--- src/rtl/br_pkg.sv ---
// br_pkg: constants and FSM encoding shared by the register bank and its loader
package br_pkg;
    localparam int DATA_W = 32;
    localparam int ADDR_W = 5;
    localparam int NREG   = 32;
    localparam logic [ADDR_W-1:0] ZERO_REG = '0;
    typedef enum logic [1:0] {IDLE, LOAD, FIN} br_ld_state_t;
endpackage

--- src/rtl/br_loader.sv ---
// br_loader: turns a valid/ready word stream into one-cycle register bank writes
module br_loader
    import br_pkg::*;
#(
    parameter int DATA_W = br_pkg::DATA_W,
    parameter int ADDR_W = br_pkg::ADDR_W,
    parameter int NREG   = br_pkg::NREG
) (
    input  logic              clk,
    input  logic              rst_n,
    input  logic              start,
    input  logic [ADDR_W-1:0] base_reg,
    input  logic [ADDR_W:0]   count,
    input  logic              in_valid,
    input  logic [DATA_W-1:0] in_data,
    output logic              in_ready,
    input  logic              abort,
    output logic [ADDR_W-1:0] WR,
    output logic [DATA_W-1:0] DW,
    output logic              RegEn,
    output logic              busy,
    output logic              done,
    output logic              err
);
    br_ld_state_t state, nxt;
    logic [ADDR_W-1:0] addr, addr_n, wr_n;
    logic [ADDR_W:0]   rem, rem_n;
    logic [DATA_W-1:0] dw_n;
    logic              regen_n, acc, legal, err_n;

    // in_ready is registered as (state == LOAD), so it doubles as the LOAD qualifier
    assign acc   = in_valid && in_ready;
    assign legal = (count != '0) && (count <= (ADDR_W+1)'(NREG));
    assign err_n = (state == IDLE) && start && !legal;

    always_comb begin
        nxt     = state;
        addr_n  = addr;
        rem_n   = rem;
        regen_n = 1'b0;
        wr_n    = WR;
        dw_n    = DW;
        case (state)
            IDLE: if (start && legal) begin
                nxt    = LOAD;
                addr_n = base_reg;
                rem_n  = count;
            end
            LOAD: begin
                if (acc) begin
                    addr_n = addr + 1'b1;
                    rem_n  = rem - 1'b1;
                end
                // register 0 is hardwired: the word still counts but is dropped
                if (acc && addr != ZERO_REG) begin
                    regen_n = 1'b1;
                    wr_n    = addr;
                    dw_n    = in_data;
                end
                nxt = abort ? IDLE : (acc && rem == (ADDR_W+1)'(1)) ? FIN : LOAD;
            end
            default: nxt = IDLE;
        endcase
    end

    always_ff @(posedge clk or negedge rst_n) begin
        if (!rst_n) begin
            state    <= IDLE;
            addr     <= '0;
            rem      <= '0;
            WR       <= '0;
            DW       <= '0;
            RegEn    <= 1'b0;
            in_ready <= 1'b0;
            busy     <= 1'b0;
            done     <= 1'b0;
            err      <= 1'b0;
        end else begin
            state    <= nxt;
            addr     <= addr_n;
            rem      <= rem_n;
            WR       <= wr_n;
            DW       <= dw_n;
            RegEn    <= regen_n;
            in_ready <= nxt == LOAD;
            busy     <= nxt != IDLE;
            done     <= nxt == FIN;
            err      <= err_n;
        end
    end
endmodule

--- config.mk ---
export PLATFORM = sky130hd
export DESIGN_NAME = br_loader
export DESIGN_NICKNAME = d
export VERILOG_FILES = /design/src/rtl/br_pkg.sv /design/src/rtl/br_loader.sv
export SDC_FILE = /design/constraint.sdc
export NUM_CORES = 1
export LEC_CHECK = 0
export ABC_AREA = 1
export CAP_MARGIN = 20
export CORE_MARGIN = 5
export CORE_UTILIZATION = 44
export DETAILED_ROUTE_END_ITERATION = 10
export GPL_ROUTABILITY_DRIVEN = 0
export PLACE_DENSITY_LB_ADDON = 0.12
export SLEW_MARGIN = 25
export SYNTH_ARGS = -nofsm -noshare
export SYNTH_HDL_FRONTEND = slang
export SYNTH_SLANG_ARGS = --single-unit
--- constraint.sdc ---
create_clock -name clk -period 1.45 [get_ports clk]
set_input_delay 0.29 -clock clk [delete_from_list [all_inputs] [get_ports clk]]
set_output_delay 0.29 -clock clk [all_outputs]
set_load 0.1 [all_outputs]
==> impl_results.md <==
- Largest net degree at the start of global routing: 56
- Worst slack, placed: -192 ps
- Initial antenna violation count: 0
- HPWL after detailed placement: 4830 µm
- Starting density of the core: 45.0%
- Total number of vias: 2274
- CP Launch Type: flip-flop
- Die W: 85.1 µm
- # rows: 27
- First-pass detailed-route iteration total: 4
- Non-Filler Instances: 480
- CP endpoint kind: flip-flop
- Die Footprint: 7240 µm²
- Net Count, Synth: 351
- Setup ws final: 74.3 ps
- Post-synthesis register bit count: 55
- Critical Path RT: 1650 ps
- Final instance area: 4130 µm²
- Total Neg Setup Slack: 0 ps
- # setup viols final: 0
- Tot GR Track Use: 17.2%
- Max-slew violation count: 0
- Antenna Cells: 0
- CTS tree: built
- Area share of the leading cell type in the synthesized netlist: 55.5%
- FF-to-FF Start: addr[1]$_DFFE_PN0P_
- CTS buffer count: 5
- Cell variety after synth: 24
- Latest clock arrival within the worst-skew pair: 310 ps
- Vias in the first global route: 2178
- First-pass GRT wire length: 10100 µm
- Peak Freq: 727 MHz
- Port bufs: 89
- Dpl cells: 465
- RSZ-0062 raised after global routing: true
- CTS max path bufs: 2
- Area leader, netlist: dfrtp_1
- Crit Path Class: reg -> reg
- Status: finished clean
- R2R Setup Slk: 70 ps
- Reg clk slew, reported paths: 90 ps
- Via-per-instance ratio: 4.74
- Area Overhead vs Synth: 66.6%
- Wire length per cell: 13.3 µm
- Worst slew pin tran: 306 ps
- CP Max Fanout: 16
- Clk_skew: 6.60 ps
- Worst hold path class: in -> async
- Final Hold Vio Count: 0
- DR DRC count: 0
- Mapped Area: 2480 µm²
- Mean area per synthesized cell: 8.29 µm²
- Rel. slew slack: 79.6%
- Sequential share of the synthesized area: 55.5%
- Die H: 85.1 µm
- Core area: 5510 µm²
- Layout cells sized above 1: 21.3%
- Fin crit share: 94.9%
- Final period demand of the worst path: 1380 ps
- Iteration-0 DRC count of the detailed router: 62
- YS warnings: 0
- Synth area leaders: dfrtp_1, nand2_1, nand3_1
- Area after DPL: 3970 µm²
- ANT nets after route: 0
- # clock sinks: 55
- Crit path to: DW[22]$_DFFE_PN0P_
- Post-Synthesis Cells: 299
- Launch point of the worst path: addr[1]$_DFFE_PN0P_
- CP arrival: 1580 ps
- Worst Reg2Reg Path Length in Cells: 8
- IO Count: 90
- H-tree depth: 2
- Clock root cell: clkbuf_8
- Capturing point of the worst reg2reg path: DW[22]$_DFFE_PN0P_
- Max-Cap Viols: 0
- Final nets: 459
- Final wirelength: 6390 µm
- Global route total overflow: 0
-- placed cells by master (no fill, tap or decap) --
master / instances
buf_2: 1
inv_2: 4
dlygate4sd3_1: 1
nor2_4: 1
xor2_1: 2
a21boi_0: 1
nand4_4: 1
nand2_1: 151
clkdlybuf4s50_1: 46
xnor2_1: 1
nand4_1: 2
nor2_1: 12
dfrtp_1: 54
nor3b_1: 1
nand3b_1: 1
a21oi_1: 3
ha_2: 1
buf_12: 45
nand3_1: 19
o21ai_0: 6
o21ai_1: 5
nand2_2: 1
clkinvlp_4: 3
buf_4: 19
ha_1: 3
clkbuf_8: 7
nand4_2: 1
nand3_2: 2
inv_1: 13
dfrtp_2: 1
-- repair_timing --
action | 4_1_cts | 5_1_grt
endpoints found under the hold margin | 55 | 0
resized for setup | 0 | 4
endpoints found under the setup margin | 0 | 35
hold buffers | 1 | 0
setup buffers | 0 | 5
-- cell usage after synthesis (all sizes together) --
library cell    n
nand2         152
dfrtp          55
nand3          21
inv            18
nor2           13
buf            12
o21ai          11
ha              4
nand4           4
a21oi           3
xor2            2
a21boi          1
nand3b          1
nor3b           1
xnor2           1
-- layer usage --
| metal | share of wire (%) | GRT usage, % | wire length [µm] |
|---|---|---|---|
| met5 | 0 | 0 | 0 |
| met4 | 0.83 | 3.88 | 53 |
| met3 | 6.8 | 3.79 | 436 |
| met2 | 49 | 29.6 | 3110 |
| met1 | 44 | 22.3 | 2780 |
-- area by class of cell --
cell class              instances  area [µm²]
clock buffers                   7        96.3
flip-flops and latches         55        1380
well taps                      72        90.1
clock inverters                 1        7.51
repair buffers                112        1520
inverters                      18        71.3
multi-input cells             214         962
fillers                       388        1380
repair inverters                1        7.51
-- worst max-delay path, stage by stage, from the launching register on --
cell     delay [ps]
dfrtp_1         430
inv_2            70
ha_2            170
nand4_2         140
nand4_4         110
inv_2            70
buf_12          150
nand2_1          70
nand2_1          60
-- registers in the layout, summed over array words and instances, names as in the netlist --
| register | flops |
|---|---|
| RegEn | 1 |
| state | 2 |
| done | 1 |
| busy | 1 |
| err | 1 |
| DW | 32 |
| WR | 5 |
| addr | 5 |
| in_ready | 1 |
| rem | 6 |
-- cell families (layout without fill, tap and decap cells) --
group                    Yosys count  after routing  share of synthesized area (%)
XOR/XNOR                           3              3                           1.06
AO/OA/AOI/OAI                     15             15                           3.13
buffers and inverters             30            139                           5.80
AND/OR/NAND/NOR                  192            192                           32.5
adder cells (fa/ha/maj)            4              4                           2.02
flip-flops                        55             55                           55.5
-- through the flow --
step,utilization [%],hold slack (ps)
6_report,75.0,509
4_1_cts,74.1,493
5_1_grt,75.0,495
3_5_place_dp,72.0,309
3_3_place_gp,72.0,306
2_1_floorplan,-,-5.59
-- worst min path at each step --
stage                           from  cells after the start  slack [ps]                  to
after floorplan                rst_n                      0          -6   DW[0]$_DFFE_PN0P_
after global placement         rst_n                      2         310  DW[17]$_DFFE_PN0P_
after detailed placement       rst_n                      2         310  DW[17]$_DFFE_PN0P_
after CTS                 in_data[2]                      3         490   DW[2]$_DFFE_PN0P_
after global routing      in_data[2]                      3         490   DW[2]$_DFFE_PN0P_
final                          rst_n                      3         510  DW[17]$_DFFE_PN0P_
Power is not shown: default switching activity piles up to over one toggle a cycle in this logic, so the estimate is an artifact.
